File: src/rtl/uart_receiver_pkg.sv
// Shared definitions for the UART receive path: state encoding and 8N1 framing.
package uart_receiver_pkg;

  // FSM state encoding
  localparam logic [2:0] ST_IDLE    = 3'd0;
  localparam logic [2:0] ST_START   = 3'd1;
  localparam logic [2:0] ST_DATA    = 3'd2;
  localparam logic [2:0] ST_STOP    = 3'd3;
  localparam logic [2:0] ST_RECOVER = 3'd4;

  typedef enum logic [2:0] {
    S_IDLE    = ST_IDLE,
    S_START   = ST_START,
    S_DATA    = ST_DATA,
    S_STOP    = ST_STOP,
    S_RECOVER = ST_RECOVER
  } rx_state_e;

  // 8N1 frame
  localparam int DATA_BITS = 8;
  localparam int STOP_BITS = 1;

  // Bit period shared with the transmitter so both ends agree
  localparam int DEFAULT_CLKS_PER_BIT = 434;

endpackage

File: src/rtl/uart_rx_fifo.sv
// First-word-fall-through receive buffer. The head is presented on data_o
// whenever the buffer is non-empty; data_o reads 0 when empty.
module uart_rx_fifo #(
  parameter int FIFO_DEPTH = 4,
  parameter int WIDTH      = 8
) (
  input  logic             clk_i,
  input  logic             rst_i,
  input  logic             push_i,
  input  logic [WIDTH-1:0] data_i,
  input  logic             pop_i,
  output logic [WIDTH-1:0] data_o,
  output logic             empty_o,
  output logic             full_o
);

  localparam int AW = $clog2(FIFO_DEPTH);
  localparam logic [AW:0] FULL_CNT = (AW+1)'(FIFO_DEPTH);

  logic [WIDTH-1:0] mem_q [FIFO_DEPTH];
  logic [AW-1:0]    wr_ptr_q;
  logic [AW-1:0]    rd_ptr_q;
  logic [AW:0]      count_q;
  logic [AW:0]      count_d;
  logic             do_push;
  logic             do_pop;

  assign empty_o = (count_q == '0);
  assign full_o  = (count_q == FULL_CNT);
  assign data_o  = empty_o ? '0 : mem_q[rd_ptr_q];

  // A pop in the same cycle frees a slot, so a push into a full buffer still lands
  always_comb begin
    do_pop  = pop_i && !empty_o;
    do_push = push_i && (!full_o || do_pop);
    count_d = count_q;
    case ({do_push, do_pop})
      2'b10:   count_d = count_q + (AW+1)'(1);
      2'b01:   count_d = count_q - (AW+1)'(1);
      default: count_d = count_q;
    endcase
  end

  // Pointers and occupancy
  always_ff @(posedge clk_i or posedge rst_i) begin
    if (rst_i) begin
      wr_ptr_q <= '0;
      rd_ptr_q <= '0;
      count_q  <= '0;
    end else begin
      if (do_push) wr_ptr_q <= wr_ptr_q + AW'(1);
      if (do_pop)  rd_ptr_q <= rd_ptr_q + AW'(1);
      count_q <= count_d;
    end
  end

  // Storage; contents are masked by empty_o so no reset is needed
  always_ff @(posedge clk_i) begin
    if (do_push) mem_q[wr_ptr_q] <= data_i;
  end

endmodule

File: src/rtl/uart_receiver.sv
// 8N1 UART receiver: 2-flop input synchronizer, bit timing, deframing FSM
// and a small FWFT buffer read through the DATA/EMPTY/READ handshake.
//
//   state   | meaning
//   --------+-----------------------------------------------
//   IDLE    | line high, waiting for a falling edge
//   START   | timing to mid start bit to reject glitches
//   DATA    | sampling 8 data bits at mid bit, LSB first
//   STOP    | sampling stop bit; push / overrun / framing
//   RECOVER | after framing error, wait for line to go high
module uart_receiver
  import uart_receiver_pkg::*;
#(
  parameter int CLKS_PER_BIT = DEFAULT_CLKS_PER_BIT,
  parameter int FIFO_DEPTH   = 4
) (
  input  logic       CLK,
  input  logic       RESET,
  input  logic       SERIAL_IN,
  input  logic       RX_READ,
  output logic [7:0] RX_DATA,
  output logic       RX_EMPTY,
  output logic       FRAMING_ERROR,
  output logic       OVERRUN,
  output logic       BUSY
);

  localparam int            CW        = $clog2(CLKS_PER_BIT);
  localparam logic [CW-1:0] HALF_LAST = CW'(CLKS_PER_BIT / 2 - 1);
  localparam logic [CW-1:0] BIT_LAST  = CW'(CLKS_PER_BIT - 1);
  localparam logic [2:0]    DATA_LAST = 3'(DATA_BITS - 1);
  localparam logic [2:0]    STOP_LAST = 3'(STOP_BITS - 1);

  logic          sync_q;
  logic          rx_s_q;
  rx_state_e     state_q;
  logic [CW-1:0] cnt_q;
  logic [2:0]    idx_q;
  logic [7:0]    shreg_q;
  logic          ferr_q;
  logic          ovr_q;
  logic          busy_q;

  logic          bit_tick;
  logic          stop_ok;
  logic          push_w;
  logic          overrun_w;
  logic          fifo_full;
  logic          fifo_empty;
  logic [7:0]    fifo_data;

  // Two-flop synchronizer; idles high so reset looks like a quiet line
  always_ff @(posedge CLK or posedge RESET) begin
    if (RESET) begin
      sync_q <= 1'b1;
      rx_s_q <= 1'b1;
    end else begin
      sync_q <= SERIAL_IN;
      rx_s_q <= sync_q;
    end
  end

  // Stop-sample decode; a read in the same cycle makes room in a full buffer
  always_comb begin
    bit_tick  = (cnt_q == BIT_LAST);
    stop_ok   = (state_q == S_STOP) && bit_tick && rx_s_q && (idx_q == STOP_LAST);
    push_w    = stop_ok && (!fifo_full || RX_READ);
    overrun_w = stop_ok && fifo_full && !RX_READ;
  end

  // Deframing FSM with registered status outputs
  always_ff @(posedge CLK or posedge RESET) begin
    if (RESET) begin
      state_q <= S_IDLE;
      cnt_q   <= '0;
      idx_q   <= '0;
      shreg_q <= '0;
      ferr_q  <= 1'b0;
      ovr_q   <= 1'b0;
      busy_q  <= 1'b0;
    end else begin
      ferr_q <= 1'b0;
      ovr_q  <= 1'b0;
      case (state_q)
        S_IDLE: begin
          if (!rx_s_q) begin
            state_q <= S_START;
            cnt_q   <= '0;
            busy_q  <= 1'b1;
          end
        end
        S_START: begin
          if (cnt_q == HALF_LAST) begin
            if (rx_s_q) begin
              state_q <= S_IDLE;
              busy_q  <= 1'b0;
            end else begin
              state_q <= S_DATA;
              cnt_q   <= '0;
              idx_q   <= '0;
            end
          end else begin
            cnt_q <= cnt_q + CW'(1);
          end
        end
        S_DATA: begin
          if (bit_tick) begin
            shreg_q[idx_q] <= rx_s_q;
            cnt_q          <= '0;
            if (idx_q == DATA_LAST) begin
              state_q <= S_STOP;
              idx_q   <= '0;
            end else begin
              idx_q <= idx_q + 3'd1;
            end
          end else begin
            cnt_q <= cnt_q + CW'(1);
          end
        end
        S_STOP: begin
          if (bit_tick) begin
            cnt_q <= '0;
            if (!rx_s_q) begin
              ferr_q  <= 1'b1;
              state_q <= S_RECOVER;
            end else if (idx_q == STOP_LAST) begin
              ovr_q   <= overrun_w;
              state_q <= S_IDLE;
              busy_q  <= 1'b0;
            end else begin
              idx_q <= idx_q + 3'd1;
            end
          end else begin
            cnt_q <= cnt_q + CW'(1);
          end
        end
        S_RECOVER: begin
          // a held-low break stays here, so it yields only one error pulse
          if (rx_s_q) begin
            state_q <= S_IDLE;
            busy_q  <= 1'b0;
          end
        end
        default: begin
          state_q <= S_IDLE;
          busy_q  <= 1'b0;
        end
      endcase
    end
  end

  uart_rx_fifo #(
    .FIFO_DEPTH (FIFO_DEPTH),
    .WIDTH      (8)
  ) u_fifo (
    .clk_i   (CLK),
    .rst_i   (RESET),
    .push_i  (push_w),
    .data_i  (shreg_q),
    .pop_i   (RX_READ),
    .data_o  (fifo_data),
    .empty_o (fifo_empty),
    .full_o  (fifo_full)
  );

  assign RX_DATA       = fifo_data;
  assign RX_EMPTY      = fifo_empty;
  assign FRAMING_ERROR = ferr_q;
  assign OVERRUN       = ovr_q;
  assign BUSY          = busy_q;

endmodule

File: config.mk
export PLATFORM = sky130hd
export DESIGN_NAME = uart_receiver
export DESIGN_NICKNAME = d
export VERILOG_FILES = /design/src/rtl/uart_receiver_pkg.sv /design/src/rtl/uart_rx_fifo.sv /design/src/rtl/uart_receiver.sv
export SDC_FILE = /design/constraint.sdc
export NUM_CORES = 1
export LEC_CHECK = 0
export CORE_MARGIN = 10
export CORE_UTILIZATION = 60
export DETAILED_ROUTE_END_ITERATION = 6
export PLACE_DENSITY = 0.8
export SLEW_MARGIN = 20
export SYNTH_ARGS = -nofsm -noshare
export SYNTH_HDL_FRONTEND = slang
export SYNTH_SLANG_ARGS = --single-unit
File: constraint.sdc
create_clock -name CLK -period 4.7 [get_ports CLK]
set_input_delay 0.94 -clock CLK [delete_from_list [all_inputs] [get_ports CLK]]
set_output_delay 0.94 -clock CLK [all_outputs]
set_load 0.05 [all_outputs]
---- After elaboration in Yosys (flattened, before gate mapping) ----
Memory sizes are Yosys's and may differ from the RTL's.
Cells that the tools add are included.
storage, ports and cells
  register bits after elaboration ......... 35
  memory bits (writable) .................. 32
  input bits .............................. 4
  memories ................................ 1
memory list
  name          words  width  read ports  clocked after Yosys merged registers in  wr ports  line                RTL
  u_fifo.mem_q  4      8      1           0                                        1         uart_rx_fifo.sv:20  logic [WIDTH-1:0] mem_q [FIFO_DEPTH];
operators by class
  add/subtract/negate cells ............... 6
  $lt $le $gt $ge ......................... 2
  equality and inequality tests ........... 21
  multiplexer cells ....................... 43
  bitwise logic cells ..................... 1
  reduce and logical (&&, ||, !) cells .... 25
operators by type and width
  kind                                                                    count
  3-bit two-way mux                                                       15
  9-bit two-way mux                                                       3
  9-bit one-hot mux with 3 select lines                                   1
  2-bit inequality test (second input constant)                           9
  1-bit two-way mux                                                       16
  3-bit one-hot mux with 5 select lines                                   1
  7-bit AND reduction                                                     2
  9-bit by 1-bit adder with 9-bit output (second input constant)          1
  3-bit equality test (second input constant)                             3
  9-bit by 8-bit equality test with 1-bit output (second input constant)  1
  9-bit equality test (second input constant)                             1
  1-bit logical AND                                                       9
  3-bit logical NOT                                                       3
  3-bit one-hot mux with 3 select lines                                   1
  8-bit bitwise mux                                                       1
  8-bit two-way mux                                                       1
  3-bit by 1-bit adder with 3-bit output (second input constant)          2
  3-bit by 2-bit equality test with 1-bit output (second input constant)  2
  3-bit one-hot mux with 2 select lines                                   1
  6-bit AND reduction                                                     1
  3-bit nonzero test                                                      2
  1-bit one-hot mux with 5 select lines                                   1
  2-bit by 1-bit adder with 2-bit output (second input constant)          2
  3-bit by 4-bit < comparator with 1-bit output (second input constant)   1
  other kinds (15)                                                        18

---- Longest topological paths before layout ----
Gate-level depths: netlist (run 1).
  depth after elaboration ................. 10
  mapped depth ............................ 13
  depth with buffers taken out ............ 12

---- Hierarchy ----
A second synthesis (run 1) with hierarchy kept.
unflattened totals
  cell total of the unflattened synthesis .. 263
  area, all modules ....................... 3280.6 um^2
modules (own cells, without submodules)
  module         instances  cells each  area an instance (um^2)
  uart_rx_fifo   1          106         1725.4
  uart_receiver  1          157         1555.2

---- Worst setup path after synthesis (run 1) ----
OpenSTA, ideal clock, no wires.
  path kind ............................... input to register
  from .................................... input port RX_READ
  to ...................................... register u_fifo.count_q[2]
  library setup time ...................... 79 ps
  arrival time ............................ 2764 ps
  slack ................................... 1856 ps
  stages on the path ...................... 9
  path through ............................ or4b_2 -> nor3b_2 -> inv_1 -> ha_1 -> inv_1 -> fa_1 -> xor2_1 -> nor2_1 -> xor2_1
on the way
  word-level cells in the longest chain between the ends .. 5
RTL lines
  element                                                                                       line                                     RTL
  from (decl)                                                                                   uart_receiver.sv:20                      input logic RX_READ,
  1-bit logical OR / 1-bit logical AND (equally long branches)                                  uart_receiver.sv:67, uart_rx_fifo.sv:34
  1-bit logical AND / 1-bit logical OR (equally long branches)                                  uart_receiver.sv:67, uart_rx_fifo.sv:35
  1-bit logical AND                                                                             uart_rx_fifo.sv:35                       do_push = push_i && (!full_o || do_pop);
  2-bit by 1-bit equality test with 1-bit output / 2-bit equality test (equally long branches)  uart_rx_fifo.sv:37                       case ({do_push, do_pop})
  3-bit one-hot mux with 2 select lines / 2-bit nonzero test (equally long branches)            n/a
  to (signal assigned)                                                                          uart_rx_fifo.sv:53                       count_q <= count_d;
  to (decl)                                                                                     uart_rx_fifo.sv:23                       logic [AW:0] count_q;
Several ways; a longest one is shown, not always the timed one.
A chain may end at the register's enable or synchronous reset.

---- Worst setup path after layout (run 1) ----
  from .................................... register u_fifo.rd_ptr_q[0]
  to ...................................... output port RX_DATA[4]
on the way
  word-level cells in the longest chain between the ends .. 2
RTL lines
  element                 line                 RTL
  from (decl)             uart_rx_fifo.sv:22   logic [AW-1:0] rd_ptr_q;
  from (signal assigned)  uart_rx_fifo.sv:52   if (do_pop) rd_ptr_q <= rd_ptr_q + AW'(1);
  memory 4 x 8 bit        n/a
  8-bit two-way mux       uart_rx_fifo.sv:30   assign data_o = empty_o ? '0 : mem_q[rd_ptr_q];
  to (decl)               uart_receiver.sv:21  output logic [7:0] RX_DATA,
Every way passes these cells.

==> results of run 1 <==
worst paths after layout:
kind                                     from                 to  cells after the start
setup reg to reg                     cnt_q[1]  u_fifo.count_q[1]                     10
hold reg to reg                        sync_q             rx_s_q                      0
setup / recovery           u_fifo.rd_ptr_q[0]         RX_DATA[4]                      3
min in group asynchronous               RESET               BUSY                      3
hold / removal                         sync_q             rx_s_q                      0
max in group asynchronous               RESET             sync_q                      3
final cells by class:
type / instances / share of cell area (%)
clock inverter: 6 / 2.408
timing repair buffer: 16 / 4.334
multi-input combinational: 150 / 34.23
clock buffer: 10 / 3.784
inverter: 22 / 2.270
tap: 70 / 2.408
sequential: 67 / 50.57
flip-flops by register name, summed over array words and instances, names as in the netlist:
register,flops
u_fifo.mem_q,32
cnt_q,9
shreg_q,8
idx_q,3
state_q,3
u_fifo.count_q,3
u_fifo.rd_ptr_q,2
u_fifo.wr_ptr_q,2
BUSY,1
FRAMING_ERROR,1
OVERRUN,1
rx_s_q,1
sync_q,1
power by group:
group	leakage, uW	switching, uW	internal (uW)	total, uW
clock	0.000117	216	314	530
sequential	0.000823	52.5	635	687
combinational	0.000588	65.6	72.4	138
total	0.00153	334	1020	1360
metal layers:
layer / vias to the layer above / global-route usage [%] / wire length [um]
met1: 964 / 17.60 / 2546
met5: - / 0 / 0
met2: 25 / 22.37 / 2739
li1: 941 / - / -
met3: 8 / 3.277 / 185
met4: 0 / 7.326 / 88
kinds of logic after synthesis:
group           after synthesis  synth area share, %
mux                          21                10.09
simple gates                 72                13.73
compound gates               36                7.668
flops                        67                57.51
fa+ha+maj                    13                5.243
buf+inv                      30                3.560
xor+xnor                      8                2.191
metrics by stage:
stage / cell area (sq um) / worst slack, ns / hold WS (ns)
after floorplan: 3198 / 1.856 / 0.3452
after global placement: 3412 / 1.408 / 0.3465
after detailed placement: 3412 / 1.311 / 0.3535
after CTS: 3637 / 1.236 / 0.3640
after global routing: 3637 / 1.121 / 0.3644
final: 3637 / 1.282 / 0.3600
synth_stat cells (all sizes together), types with 2 or more instances:
cell type	count	area [sq um]
nand2	10	37.54
o22ai	4	25.02
dfrtp	33	825.8
mux4	8	180.2
xnor2	3	26.28
ha	11	137.6
nor2b	5	31.28
mux2	10	112.6
o2bb2ai	2	17.52
nor4	2	27.53
nor3	11	55.05
xor2	5	43.79
nor3b	6	50.05
clkbuf	7	26.28
o21a	3	22.52
and2	13	81.33
inv	22	82.58
dfstp	2	52.55
o31a	2	26.28
a21oi	4	23.77
mux2i	3	30.03
o21ai	14	70.06
edfxtp	32	960.9
nor2	7	26.28
or4b	2	23.77
nand2b	2	12.51
nand3	6	30.03
nand4	3	18.77
worst max-delay path, stage by stage (launching register included):
cell and delay (ns):
dfrtp_1 0.70, mux4_2 0.57, and2_1 0.17, clkdlybuf4s50_1 0.70
==> out/metrics.yaml, run 1 <==
critical_path:
  crit_type: "reg2out"
  worstSetupEndpointType: "primary output"
  required_ns: 3.76
  crit_arrival_ns: 2.48
  worstPathMaxFanout: 10
  startpoint_type: "flop"
  reg2reg_slack_ns: 1.95
logic_synthesis:
  syn_area_per_cell_sq_um: 12.95
  synth-edff-count: 32
  ys.flop_type: "dfrtp_1"
  syn_inst: 247
  syn_area_sq_um: 3198
  yosys_register_bits: 67
  synthesis.nets: 263
  ys_types: 50
  async_flop_share_pct: 52.24
  yosysWarnings: 0
  ys_seq_area_share_pct: 57.51
cts:
  clock_sinks: 67
  cts_tree: "built"
  post_cts_buffers: 0
  path_clk_slew_ns: 0.07
  post_cts_resized: 0
  cts_buffers: 9
  clk_latency_ns: 0.34
  cts_hold_buf: 0
  cts_buffer_depth: 2
  cts-root-buf: "clkbuf_8"
  htree_levels: 3
timing:
  worst_slew_pin_slew_ns: 0.5573
  maxSlewHeadroom_pct: 62.85
  setup_viol: 0
  period_minus_slack_ns: 3.418
  post-route-period-util_pct: 72.73
  setup-tns-final_ns: 0
  finalHoldViolCount: 0
  skew_ns: 0.007641
  max_freq_mhz: 292.5
  rsz0062_at_grt: "false"
  slew_violations: 0
finish:
  final_core_util_pct: 70.76
  seq_area_sq_um: 1839
  multiInputGateArea_sq_um: 1245
  fill_cells: 395
  final_common_cell: "dfrtp_1"
  final_cell_mix: "dfrtp_1, edfxtp_1, inv_1"
  instances_no_fill: 341
  area_growth_pct: 13.73
  drive_gt1_share_pct: 15.13
  fin_nets: 282
  antenna_cells: 0
die:
  die_area_sq_um: 8650
  start_util_pct: 62.22
  row_count: 26
  boundaryPins: 16
  die_y_um: 93.01
  core_area_sq_um: 5140
  die_width_um: 93.01
pwr:
  power_density_nw_per_um2: 372.6
  power.total_uw: 1355
  p_leak_uw: 0.001528
  ir_worst_vdd_mv: 0.2803
routing:
  dr.pass1.iters: 4
  avgRoutedWirePerCell_um: 16.30
  via_per_inst: 5.683
  totalWireLength_um: 5559
  ant_nets: 0
  drcViolationCount: 0
  initialDrtViolationCount: 86
  num_vias: 1938
hold_path:
  hold_path_class: "reg2reg"
grt:
  grt_pass1_vias: 2004
  grt_max_degree: 36
  grt_pass1_wl_um: 9756
  grtUsageTotal_pct: 14.09
  grt-ovfl-total: 0
  antenna_found_initial: 0
place:
  routabilityCongestion: 0.8206
  place_hpwl_um: 3874
  place_inst: 325
  portBuffers: 15
job:
  cap_violations: 0
run_status:
  status: "finished, final reports clean"
Note: power is estimated with default switching activity, not from simulation.
==> run 2, diff against run 1 <==
--- a/config.mk
+++ b/config.mk
@@ -6,9 +6,9 @@
 export NUM_CORES = 1
 export LEC_CHECK = 0
 export CORE_MARGIN = 10
-export CORE_UTILIZATION = 60
+export CORE_UTILIZATION = 59
 export DETAILED_ROUTE_END_ITERATION = 6
-export PLACE_DENSITY = 0.8
+export PLACE_DENSITY = 0.78
 export SLEW_MARGIN = 20
 export SYNTH_ARGS = -nofsm -noshare
 export SYNTH_HDL_FRONTEND = slang
==> constraint.sdc (replaced) <==
create_clock -name CLK -period 3.5 [get_ports CLK]
set_input_delay 0.7 -clock CLK [delete_from_list [all_inputs] [get_ports CLK]]
set_output_delay 0.7 -clock CLK [all_outputs]
set_load 0.05 [all_outputs]
==> out/metrics.yaml, run 2 (synthesized netlist as in run 1, its figures left out) <==
finish:
  antenna_cells: 0  # unchanged
  drive_gt1_share_pct: 14.39  # -0.74 points
  largest_register_ffs: 32  # unchanged
  largestRegisters: "u_fifo.mem_q (32), cnt_q (9), shreg_q (8)"
  final_common_cell: "dfrtp_1"
  regMostFlops: "u_fifo.mem_q"
  final_area_sq_um: 3573  # -1.8%
  fin_nets: 282  # unchanged
  fill_cells: 371  # -6.1%
  final_cell_mix: "dfrtp_1, edfxtp_1, inv_1"
  instances_no_fill: 341  # unchanged
  area_growth_pct: 11.74
die:
  row_count: 26  # unchanged
  core_area_sq_um: 5172  # +0.63%
  die_area_sq_um: 8766  # +1.3%
  start_util_pct: 61.83  # -0.39 points
  boundaryPins: 16  # unchanged
  die_y_um: 93.63  # +0.67%
  die_width_um: 93.63  # +0.67%
critical_path:
  r2r_cells: 12  # +2
  worstPathMaxFanout: 10  # unchanged
  worstSetupEndpointType: "primary output"
  required_ns: 2.80  # -0.96 ns
  critical_path.top_delay_family: "flip-flops"
  worstPathCellList: "mux4_2 -> and2_1 -> clkdlybuf4s50_1"
  max_stage_delay_ns: 0.72  # +0.02 ns
  reg2reg_slack_ns: 0.80  # -1.15 ns
  cp_num_buf_inv: 1  # unchanged
  crit_type: "reg2out"
  reg2reg_to: "u_fifo.count_q[2]"
  worstReg2RegStart: "cnt_q[1]"
  cpMaxStageDelayCell: "dfrtp_1"
  startpoint_type: "flop"
  crit_arrival_ns: 2.49  # about the same
hold_path:
  min_delay_path_depth: 0  # unchanged
  holdPathEnd: "rx_s_q"
  hold_path_class: "reg2reg"
  hold_start: "sync_q"
place:
  routabilityCongestion: 0.8201  # about the same
  dpl-instance-area_sq_um: 3412  # unchanged
  portBuffers: 15  # unchanged
  place_inst: 325  # unchanged
  place_hpwl_um: 3900  # +0.67%
  post-place-ws_ns: 0.3817  # -0.9297 ns
cts:
  clock_sinks: 67  # unchanged
  cts_buffers: 9  # unchanged
  cts_buffer_depth: 2  # unchanged
  cts_tree: "built"
  clk_latency_ns: 0.35  # about the same
  path_clk_slew_ns: 0.07  # about the same
  post_cts_buffers: 0  # unchanged
  post_cts_resized: 0  # unchanged
  cts-root-buf: "clkbuf_8"
  htree_levels: 3  # unchanged
  cts_hold_buf: 0  # unchanged
grt:
  met2_usage_pct: 21.75  # -0.62 points
  grt_use_met1_pct: 16.87  # -0.73 points
  antenna_found_initial: 0  # unchanged
  grt_pass1_wl_um: 9453  # -3.1%
  use_met3_pct: 4.636  # +1.4 points
  busiest_layer: "met2"
  grt-ovfl-total: 0  # unchanged
  grt_pass1_vias: 1951  # -2.6%
  grt_max_degree: 19  # -47%
  grtUsageTotal_pct: 13.79  # -0.30 points
timing:
  rsz0062_at_grt: "false"
  setup_viol: 0  # unchanged
  worst_slew_pin_slew_ns: 0.6712  # +0.1139 ns
  setup-tns-final_ns: 0  # unchanged
  post-route-period-util_pct: 91.25
  finalHoldViolCount: 0  # unchanged
  slew_violations: 0  # unchanged
  skew_ns: 0.01003  # +0.002385 ns
  maxSlewHeadroom_pct: 55.20  # -7.6 points
  max_freq_mhz: 313.1
  period_minus_slack_ns: 3.194
  finalWorstSetupSlack_ns: 0.3063  # -0.9755 ns
pwr:
  power_density_nw_per_um2: 458.2  # +23%
  power.total_uw: 1637  # +21%
  ir_worst_vdd_mv: 0.2776  # -0.97%
  p_leak_uw: 0.001490  # -2.5%
routing:
  via_per_inst: 5.786  # +1.8%
  totalWireLength_um: 5570  # +0.20%
  initialDrtViolationCount: 88  # +2.3%
  avgRoutedWirePerCell_um: 16.33  # +0.20%
  ant_nets: 0  # unchanged
  num_vias: 1973  # +1.8%
  drcViolationCount: 0  # unchanged
  dr.pass1.iters: 4  # unchanged
job:
  cap_violations: 0  # unchanged
run_status:
  status: "finished, final reports clean"
-- run 2: cell types whose count changed in the layout (fill, tap and decap cells not counted) --
cell	delta
clkinv_4	-1
clkbuf_8	-1
clkinvlp_4	+2
clkbuf_1	+2
inv_6	-1
clkinv_2	+1
bufinv_16	-2
-- run 2: worst max-delay path by stage --
| stage | start | end | depth (start not counted) |
|---|---|---|---|
| finish | u_fifo.rd_ptr_q[0] | RX_DATA[7] | 3 |
| CTS | u_fifo.rd_ptr_q[0] | RX_DATA[1] | 3 |
| floorplan | RX_READ | u_fifo.count_q[2] | 9 |
| detailed placement | RX_READ | u_fifo.count_q[2] | 10 |
| global route | u_fifo.rd_ptr_q[0] | RX_DATA[7] | 3 |
| global placement | RX_READ | u_fifo.count_q[2] | 10 |
-- run 2: worst reg2reg max path: stages (launching register included) --
cell and delay, ns:
dfrtp_1 0.40, inv_1 0.10, ha_1 0.16, and4b_1 0.32, nand4_1 0.28, nor3b_2 0.45
inv_1 0.09, ha_1 0.21, inv_1 0.07, fa_1 0.17, xor2_1 0.14, nor2_1 0.06
xor2_1 0.14
-- run 2: final cells by class --
| type | count | area (sq um) | share of cell area [%] |
|---|---|---|---|
| clock inverters | 5 | 30.03 | 0.8403 |
| inverters | 22 | 82.58 | 2.311 |
| well taps | 70 | 87.58 | 2.451 |
| repair buffers | 16 | 157.7 | 4.412 |
| clock buffers | 11 | 131.4 | 3.676 |
| flip-flops and latches | 67 | 1839 | 51.47 |
| multi-input cells | 150 | 1245 | 34.84 |
-- run 2: through the flow --
stage                     hold slack (ns)  utilization (%)
after global placement             0.3469            65.97
after CTS                          0.3658            69.09
after floorplan                    0.3452                -
final                              0.3658            69.09
after global routing               0.3652            69.09
after detailed placement           0.3558            65.97
-- run 2: metal layers --
layer | vias to the layer above | part of all wire [%]
met3 | 12 | 5.6
met4 | 0 | 1.6
met1 | 974 | 44
met5 | - | 0
li1 | 939 | -
met2 | 48 | 49
-- run 2: report_power, final --
group	internal [uW]	leakage (uW)	switching, uW
Sequential	853	0.000823	70.0
Combinational	95.5	0.000588	81.5
Clock	253	0.0000791	285
==> run 3, diff against run 2 <==
--- a/config.mk
+++ b/config.mk
@@ -7,9 +7,10 @@
 export LEC_CHECK = 0
 export CORE_MARGIN = 10
 export CORE_UTILIZATION = 59
+export CTS_CLUSTER_SIZE = 40
 export DETAILED_ROUTE_END_ITERATION = 6
+export MAX_ROUTING_LAYER = met4
 export PLACE_DENSITY = 0.78
-export SLEW_MARGIN = 20
 export SYNTH_ARGS = -nofsm -noshare
 export SYNTH_HDL_FRONTEND = slang
 export SYNTH_SLANG_ARGS = --single-unit
==> out/metrics.yaml, run 3 (synthesized netlist as in run 1, its figures left out) <==
routing:
  num_vias: 1975  # +0.10%
  avgRoutedWirePerCell_um: 16.35  # about the same
  dr.pass1.iters: 4  # unchanged
  initialDrtViolationCount: 84  # -4.5%
  totalWireLength_um: 5575  # about the same
  ant_nets: 0  # unchanged
  drcViolationCount: 0  # unchanged
  via_per_inst: 5.792  # +0.10%
cts:
  cts_hold_buf: 0  # unchanged
  clock_sinks: 67  # unchanged
  cts_buffers: 9  # unchanged
  cts_tree: "built"
  clk_latency_ns: 0.35  # about the same
  htree_levels: 3  # unchanged
  post_cts_resized: 0  # unchanged
  post_cts_buffers: 0  # unchanged
  cts-root-buf: "clkbuf_8"
  cts_buffer_depth: 2  # unchanged
  path_clk_slew_ns: 0.07  # about the same
die:
  row_count: 26  # unchanged
  start_util_pct: 61.83  # unchanged
  die_width_um: 93.63  # unchanged
  die_y_um: 93.63  # unchanged
  die_area_sq_um: 8766  # unchanged
  core_area_sq_um: 5172  # unchanged
  boundaryPins: 16  # unchanged
timing:
  finalHoldViolCount: 0  # unchanged
  slew_violations: 0  # unchanged
  post-route-period-util_pct: 91.07  # -0.18 points
  setup-tns-final_ns: 0  # unchanged
  max_freq_mhz: 313.7  # +0.20%
  rsz0062_at_grt: "false"
  setup_viol: 0  # unchanged
  whs_ns: 0.3651  # -0.0006990 ns
  maxSlewHeadroom_pct: 55.18  # about the same
  skew_ns: 0.009849  # -0.0001777 ns
  worst_slew_pin_slew_ns: 0.6715  # +0.0002914 ns
  period_minus_slack_ns: 3.187  # -0.006398 ns
critical_path:
  crit_type: "reg2out"
  required_ns: 2.80  # about the same
  worstSetupEndpointType: "primary output"
  worstPathMaxFanout: 10  # unchanged
  crit_arrival_ns: 2.49  # about the same
  startpoint_type: "flop"
pwr:
  clkPwrFrac_pct: 32.9  # about the same
  p_leak_uw: 0.001490  # unchanged
  p_switching_uw: 436.6  # about the same
  power.total_uw: 1638  # about the same
  ir_worst_vdd_mv: 0.2766  # -0.36%
  sw_frac_of_total_pct: 26.66  # about the same
  pwr-share-seq_pct: 56.3  # about the same
  p_comb_share_pct: 10.8  # about the same
  power_density_nw_per_um2: 458.3  # about the same
  p_int_uw: 1201  # about the same
finish:
  final_core_util_pct: 69.09  # unchanged
  largestRegisters: "u_fifo.mem_q (32), cnt_q (9), shreg_q (8)"
  largest_register_ffs: 32  # unchanged
  final_common_cell: "dfrtp_1"
  antenna_cells: 0  # unchanged
  final_cell_mix: "dfrtp_1, edfxtp_1, inv_1"
  fin_nets: 282  # unchanged
  area_growth_pct: 11.74  # unchanged
  regMostFlops: "u_fifo.mem_q"
  drive_gt1_share_pct: 14.39  # unchanged
hold_path:
  hold_path_class: "reg2reg"
run_status:
  status: "finished, final reports clean"
job:
  cap_violations: 0  # unchanged
place:
  portBuffers: 15  # unchanged
  routabilityCongestion: 0.8323  # +1.5%
  place_hpwl_um: 3900  # unchanged
grt:
  antenna_found_initial: 0  # unchanged
  grtUsageTotal_pct: 14.19  # +0.40 points
  grt_max_degree: 19  # unchanged
  grt-ovfl-total: 0  # unchanged
  grt_pass1_wl_um: 9466  # +0.14%
  grt_pass1_vias: 1954  # +0.15%
run 3: cell counts in the layout (fill, tap and decap cells not counted):
No cell type changed its count.
run 3: final timing paths:
check	from	cells after the start	slack [ns]	to
max	u_fifo.rd_ptr_q[0]	3	0.31	RX_DATA[1]
min	sync_q	0	0.37	rx_s_q
max reg2reg	cnt_q[1]	12	0.81	u_fifo.count_q[2]
min reg2reg	sync_q	0	0.37	rx_s_q
max in group asynchronous	RESET	3	2.00	rx_s_q
min in group asynchronous	RESET	2	0.75	shreg_q[4]
run 3: final cells by class:
type	instances	area [sq um]
clock inverter	5	30.03
clock buffer	11	131.4
timing repair buffer	16	157.7
tap	70	87.58
inverter	22	82.58
multi-input combinational	150	1245
sequential	67	1839
fill	371	1599
run 3: per-layer routing:
metal | vias to the layer above | track usage [%] | part of all wire (%)
li1 | 938 | - | -
met1 | 986 | 16.87 | 44
met2 | 41 | 21.75 | 49
met3 | 10 | 4.636 | 5.7
met4 | 0 | 6.076 | 1.5
met5 | - | - | 0
run 3: critical path, cell delays in order (launching register included):
cell and delay [ns]:
dfrtp_1 0.71, mux4_2 0.57, and2_1 0.17, clkdlybuf4s50_1 0.69
run 3: power by group through the flow:
stage,Sequential [uW],Combinational (uW),Clock (uW)
global route,933,195,594
CTS,925,181,551
finish,922,177,538
detailed placement,941,182,0
global placement,942,177,0
floorplan,882,196,0
run 3: per-stage QoR:
| stage | cells | cell area [sq um] | setup WS (ns) |
|---|---|---|---|
| 2_1_floorplan | 247 | 3198 | 0.8964 |
| 3_3_place_gp | 325 | 3412 | 0.4382 |
| 3_5_place_dp | 325 | 3412 | 0.3817 |
| 4_1_cts | 341 | 3573 | 0.2643 |
| 5_1_grt | 341 | 3573 | 0.1550 |
| 6_report | 341 | 3573 | 0.3127 |
==> RTL edit 1, RTL diff (flow settings as in run 2) <==
`FIFO_DEPTH` is set to 4 in 2 places; all go to 8.
--- a/src/rtl/uart_rx_fifo.sv
+++ b/src/rtl/uart_rx_fifo.sv
@@ -2,5 +2,5 @@
 // whenever the buffer is non-empty; data_o reads 0 when empty.
 module uart_rx_fifo #(
-  parameter int FIFO_DEPTH = 4,
+  parameter int FIFO_DEPTH = 8,
   parameter int WIDTH      = 8
 ) (
--- a/src/rtl/uart_receiver.sv
+++ b/src/rtl/uart_receiver.sv
@@ -13,5 +13,5 @@
 #(
   parameter int CLKS_PER_BIT = DEFAULT_CLKS_PER_BIT,
-  parameter int FIFO_DEPTH   = 4
+  parameter int FIFO_DEPTH   = 8
 ) (
   input  logic       CLK,
Behaviour: same outputs for any inputs over 10 cycles, from zero or initial values and one cycle with RESET high; that may be too few to reach the edited logic, so the function may still have changed.
==> RTL edit 1 against run 2 <==
Sequential cell count rose by 35; non-clock buffer count up 9; wire length is 41% higher; clock power up 39%; count of clock-buffer cells in the layout decreased by 2; largest cell class unchanged; global-route usage up 0.73 points; setup slack got worse by 36 ps; cell area increased by 41%; utilization shrank 0.80 points; total power rose by 54%; synthesized area grew 42%.
==> RTL edit 1: results (changes against run 2) <==
Run status
  – Outcome: finished, final reports clean (unchanged)

Critical path
  – Worst EP arrival: 2530 ps (was 2490 ps)
  – Crit path launch: u_fifo.rd_ptr_q[1] (was u_fifo.rd_ptr_q[0])
  – Maximum fanout along the worst path: 18 (was 10)
  – R2R Setup Slk: 530 ps (was 800 ps)
  – Worst reg-to-reg path cell count: 13 (was 12)

Worst hold path
  – Hold_sp: sync_q (unchanged)
  – Worst hold path class: reg -> reg (unchanged)

Synth
  – Synth area leaders: edfxtp_1 (42%), dfrtp_1 (20%), mux4_2 (7.9%), ha_1 (3.0%), nor2_1 (2.1%) (was edfxtp_1 (30%), dfrtp_1 (26%), mux4_2 (5.6%), ha_1 (4.3%), inv_1 (2.6%))
  – Net Count, Synth: 332 (was 263)
  – Part of the Yosys area used for sequential elements: 63.2% (was 57.5%)
  – Synth Area in Adders: 3.03% (was 5.24%)
  – Distinct cells, synth: 51 (was 50)
  – Xor/xnor cell area share of the yosys netlist: 1.93% (was 2.19%)
  – Async SR Flop Fraction: 37.3% (was 52.2%)
  – Post-synth EDFFs: 64 (was 32)
  – Yosys warns: 0 (unchanged)
  – Top post-synthesis cells by count: edfxtp_1 (64), dfrtp_1 (36), nor2_1 (26), mux4_2 (16), nand2_1 (14) (was dfrtp_1 (33), edfxtp_1 (32), inv_1 (22), and2_1 (13), o21ai_0 (13))
  – Mux contribution to synthesized area: 12.2% (was 10.1%)
  – Compound-Gate Fraction of Synth Area: 6.24% (was 7.67%)

Route
  – DR WL/cell: 17.7 um (was 16.3 um)
  – Vias per cell: 5.97 (was 5.79)
  – TritonRoute pass-1 iters: 5 (was 4)
  – Initial DRC count: 157 (was 88)

Power
  – Cell leakage power: 2.04 nW (was 1.49 nW)
  – Pwr dens: 500 nW/um2 (was 458 nW/um2)
  – Peak supply drop: 241 uV (was 278 uV)

Placement
  – Area after DPL: 4830 um2 (was 3410 um2)
  – Placer congestion estimate: 0.842 (was 0.820)
  – DPL Wire Length: 5350 um (was 3900 um)

Final layout
  – Post-layout net count: 353 (was 282)
  – Biggest regs: u_fifo.mem_q: 64 flops, cnt_q: 9 flops, shreg_q: 8 flops (was u_fifo.mem_q: 32 flops, cnt_q: 9 flops, shreg_q: 8 flops)
  – Layout cells sized above 1: 17.8% (was 14.4%)
  – Fill count: 511 (was 371)

STA
  – Setup Skew: 9.39 ps (was 10.0 ps)
  – Slew HR: 30.3% (was 55.2%)

Clock tree
  – CTS resizes: 0 (unchanged)
  – Root Driver: clkbuf_8 (unchanged)
  – Clock slew at reported path FFs: 100 ps (was 70 ps)

Global route
  – First-pass GRT wire length: 13200 um (was 9450 um)
  – Largest net degree at the start of global routing: 39 (was 19)
  – GRT Overall Usage: 14.5% (was 13.8%)
  – Vias in the first global route: 2566 (was 1951)
RTL edit 1: metal layers:
| metal | vias up | wire [um] | track usage [%] |
|---|---|---|---|
| met5 | - | 0 | 0 |
| li1 | 1237 | - | - |
| met1 | 1334 | 3490 | 18.2 |
| met4 | 0 | 108 | 5.82 |
| met3 | 10 | 354 | 3.47 |
| met2 | 57 | 3890 | 23.7 |
RTL edit 1: metrics by stage:
stage               utilization, %  hold WS [ps]  instances  setup slack, ps
floorplan                        -           345        317             85.7
global placement              65.5           348        426              585
detailed placement            65.5           348        426              535
CTS                           68.3           370        442              211
global route                  68.3           375        442             98.8
finish                        68.3           368        442              270
RTL edit 1: worst max-delay path: stages, from the launching register on:
cell and delay (ps):
dfrtp_1 820, mux4_2 360, mux2i_1 70, nor2_1 110
clkdlybuf4s50_1 810
RTL edit 1: power breakdown:
group / leakage [nW] / switching [mW] / internal, mW
clock network: 0.0968 / 0.410 / 0.339
registers: 1.23 / 0.115 / 1.31
logic: 0.709 / 0.152 / 0.188
total: 2.04 / 0.677 / 1.84
RTL edit 1: cell type report:
type,instances,area (um2),area share (%)
Sequential cell,102,2880,57.1
Multi-Input combinational cell,192,1570,31.3
Timing Repair Buffer,25,225,4.48
Clock buffer,9,124,2.46
Tap cell,99,124,2.46
Clock inverter,7,80.1,1.59
Inverter,8,30.0,0.597
RTL edit 1: worst max-delay path by stage:
stage	end	slack (ps)	cells past startpoint
after floorplan	u_fifo.count_q[2]	90	10
after global placement	u_fifo.count_q[2]	590	13
after detailed placement	u_fifo.count_q[2]	530	13
after CTS	RX_DATA[3]	210	4
after global routing	RX_DATA[1]	100	4
final	RX_DATA[3]	270	4
==> RTL edit 2, RTL diff (settings of run 2) <==
Without the edit above. Make the reset (`RESET` and `rst_i`) synchronous in 3 clocked blocks.
--- a/src/rtl/uart_rx_fifo.sv
+++ b/src/rtl/uart_rx_fifo.sv
@@ -43,5 +43,5 @@
 
   // Pointers and occupancy
-  always_ff @(posedge clk_i or posedge rst_i) begin
+  always_ff @(posedge clk_i) begin
     if (rst_i) begin
       wr_ptr_q <= '0;
--- a/src/rtl/uart_receiver.sv
+++ b/src/rtl/uart_receiver.sv
@@ -51,5 +51,5 @@
 
   // Two-flop synchronizer; idles high so reset looks like a quiet line
-  always_ff @(posedge CLK or posedge RESET) begin
+  always_ff @(posedge CLK) begin
     if (RESET) begin
       sync_q <= 1'b1;
@@ -70,5 +70,5 @@
 
   // Deframing FSM with registered status outputs
-  always_ff @(posedge CLK or posedge RESET) begin
+  always_ff @(posedge CLK) begin
     if (RESET) begin
       state_q <= S_IDLE;
Function: differs if RESET is asserted again (counterexample within 4 cycles, from zero or initial values and one cycle with RESET high); with RESET held inactive, the same outputs for 10 cycles.
==> RTL edit 2 against run 2 <==
Sequential cell count up 2; cell area up 1.6%; total power is 7.8% higher; clock power grew 43%; wire length grew 6.2%; combinational power shrank 29%; worst hold slack improved by 42 ps; synthesized area rose by 0.27%; global-route usage is 0.74 points higher; setup slack improved by 66 ps.
==> RTL edit 2: results (changes against run 2) <==
Run status
  – Outcome: finished, final reports clean (unchanged)

Clock tree
  – Cts bufs inserted: 9 (unchanged)
  – Worst-Skew Late Latency: 340 ps
  – Setup repair bufs after CTS: 0 (unchanged)
  – CTS resizes: 0 (unchanged)
  – Clock Path Buffers: 2 (unchanged)
  – Root Driver: clkbuf_8 (unchanged)

Synth
  – Post-synth top flop: dfxtp_1 (was dfrtp_1)
  – Synth area leaders: edfxtp_1 (30%), dfxtp_1 (23%), mux4_2 (5.6%), ha_1 (4.3%), nor2_1 (3.9%) (was edfxtp_1 (30%), dfrtp_1 (26%), mux4_2 (5.6%), ha_1 (4.3%), inv_1 (2.6%))
  – Part of the Yosys area used for sequential elements: 53.1% (was 57.5%)
  – Post-synth EDFFs: 32 (unchanged)
  – Distinct cells, synth: 50 (unchanged)
  – Top post-synthesis cells by count: dfxtp_1 (37), nor2_1 (33), edfxtp_1 (32), inv_1 (15), clkbuf_1 (13) (was dfrtp_1 (33), edfxtp_1 (32), inv_1 (22), and2_1 (13), o21ai_0 (13))
  – Async SR Flop Fraction: 0% (was 52.2%)
  – Net Count, Synth: 300 (was 263)
  – Yosys warns: 0 (unchanged)

Final layout
  – Post-layout net count: 312 (was 282)
  – Layout cells sized above 1: 10.6% (was 14.4%)
  – Biggest regs: u_fifo.mem_q: 32 flops, cnt_q: 9 flops, shreg_q: 8 flops (unchanged)
  – Antenna Cells: 0 (unchanged)

Worst hold path
  – Worst hold path class: reg -> reg (unchanged)
  – Hold_sp: sync_q (unchanged)

Global route
  – First-pass GRT wire length: 10100 um (was 9450 um)
  – Vias in the first global route: 2132 (was 1951)
  – Largest net degree at the start of global routing: 21 (was 19)
  – GRT Overall Usage: 14.5% (was 13.8%)

Critical path
  – Maximum fanout along the worst path: 8 (was 10)
  – CP max stage delay: 690 ps (was 720 ps)
  – Crit path launch type: flop (unchanged)
  – Reg2Reg Launch Point: cnt_q[1] (unchanged)
  – Worst EP arrival: 2430 ps (was 2490 ps)
  – Slowest library cell on the worst path: clkdlybuf4s50_1 (was dfrtp_1)

Route
  – Initial DRC count: 145 (was 88)
  – TritonRoute pass-1 iters: 4 (unchanged)
  – Vias per cell: 5.73 (was 5.79)
  – Routed wire length: 5920 um (was 5570 um)

Placement
  – DPL Wire Length: 4120 um (was 3900 um)
  – Port-buffer cells: 15 (unchanged)
  – Placer congestion estimate: 0.847 (was 0.820)

Power
  – Peak supply drop: 277 uV (was 278 uV)
  – Cell leakage power: 1.30 nW (was 1.49 nW)

STA
  – Setup Skew: 5.65 ps (was 10.0 ps)
  – Tightest Pin Transition: 701 ps (was 671 ps)
## RTL edit 2: final timing paths
kind	endpoint	slack (ps)	cells past startpoint
max	RX_DATA[6]	370	3
min	rx_s_q	410	1
max reg2reg	u_fifo.count_q[2]	620	12
min reg2reg	rx_s_q	410	1
## RTL edit 2: layer usage
metal / part of all wire [%] / up-vias / wire length [um] / global-route usage [%]
li1: - / 1049 / - / -
met1: 43 / 1015 / 2540 / 16.6
met2: 50 / 51 / 2940 / 24.1
met3: 5.8 / 11 / 346 / 4.24
met4: 1.5 / 0 / 87 / 7.34
met5: 0 / - / 0 / 0
## RTL edit 2: critical path: cells and delay by family, from the launching register on
kind          cells  cell delay, ps
simple gates      1             140
buf+inv           1             690
mux               1             580
flops             1             670
## RTL edit 2: logic make-up (layout without fill, tap and decap cells)
group                    Yosys count  in the layout  synth area share (%)
AO/OA/AOI/OAI                     28             28                  6.67
XOR/XNOR                           6              6                  1.64
adder cells (fa/ha/maj)           12             12                  4.92
buffers and inverters             31             48                  3.90
flip-flops                        69             69                  53.1
multiplexers                      20             20                  9.36
AND/OR/NAND/NOR                  118            118                  20.4
## RTL edit 2: per-stage QoR
step / hold WS [ps] / std cells / area (um2) / setup slack [ps]
detailed placement: 394 / 355 / 3390 / 167
global placement: 391 / 355 / 3390 / 293
global route: 428 / 371 / 3630 / 227
floorplan: 389 / 284 / 3210 / 294
finish: 408 / 371 / 3630 / 372
CTS: 411 / 371 / 3630 / 313
## RTL edit 2: area by class of cell
type                            instances  area (um2)
Clock buffer                           10         128
Clock inverter                          6         111
Fill cell                             401        1580
Inverter                               15        56.3
Multi-Input combinational cell        184        1380
Sequential cell                        69        1700
Tap cell                               70        87.6
Timing Repair Buffer                   17         165
## RTL edit 2: power breakdown
group / switching, mW / internal, mW / total [mW]
clock network: 0.297 / 0.474 / 0.770
registers: 0.0239 / 0.846 / 0.870
logic: 0.0747 / 0.0511 / 0.126
total: 0.395 / 1.37 / 1.77
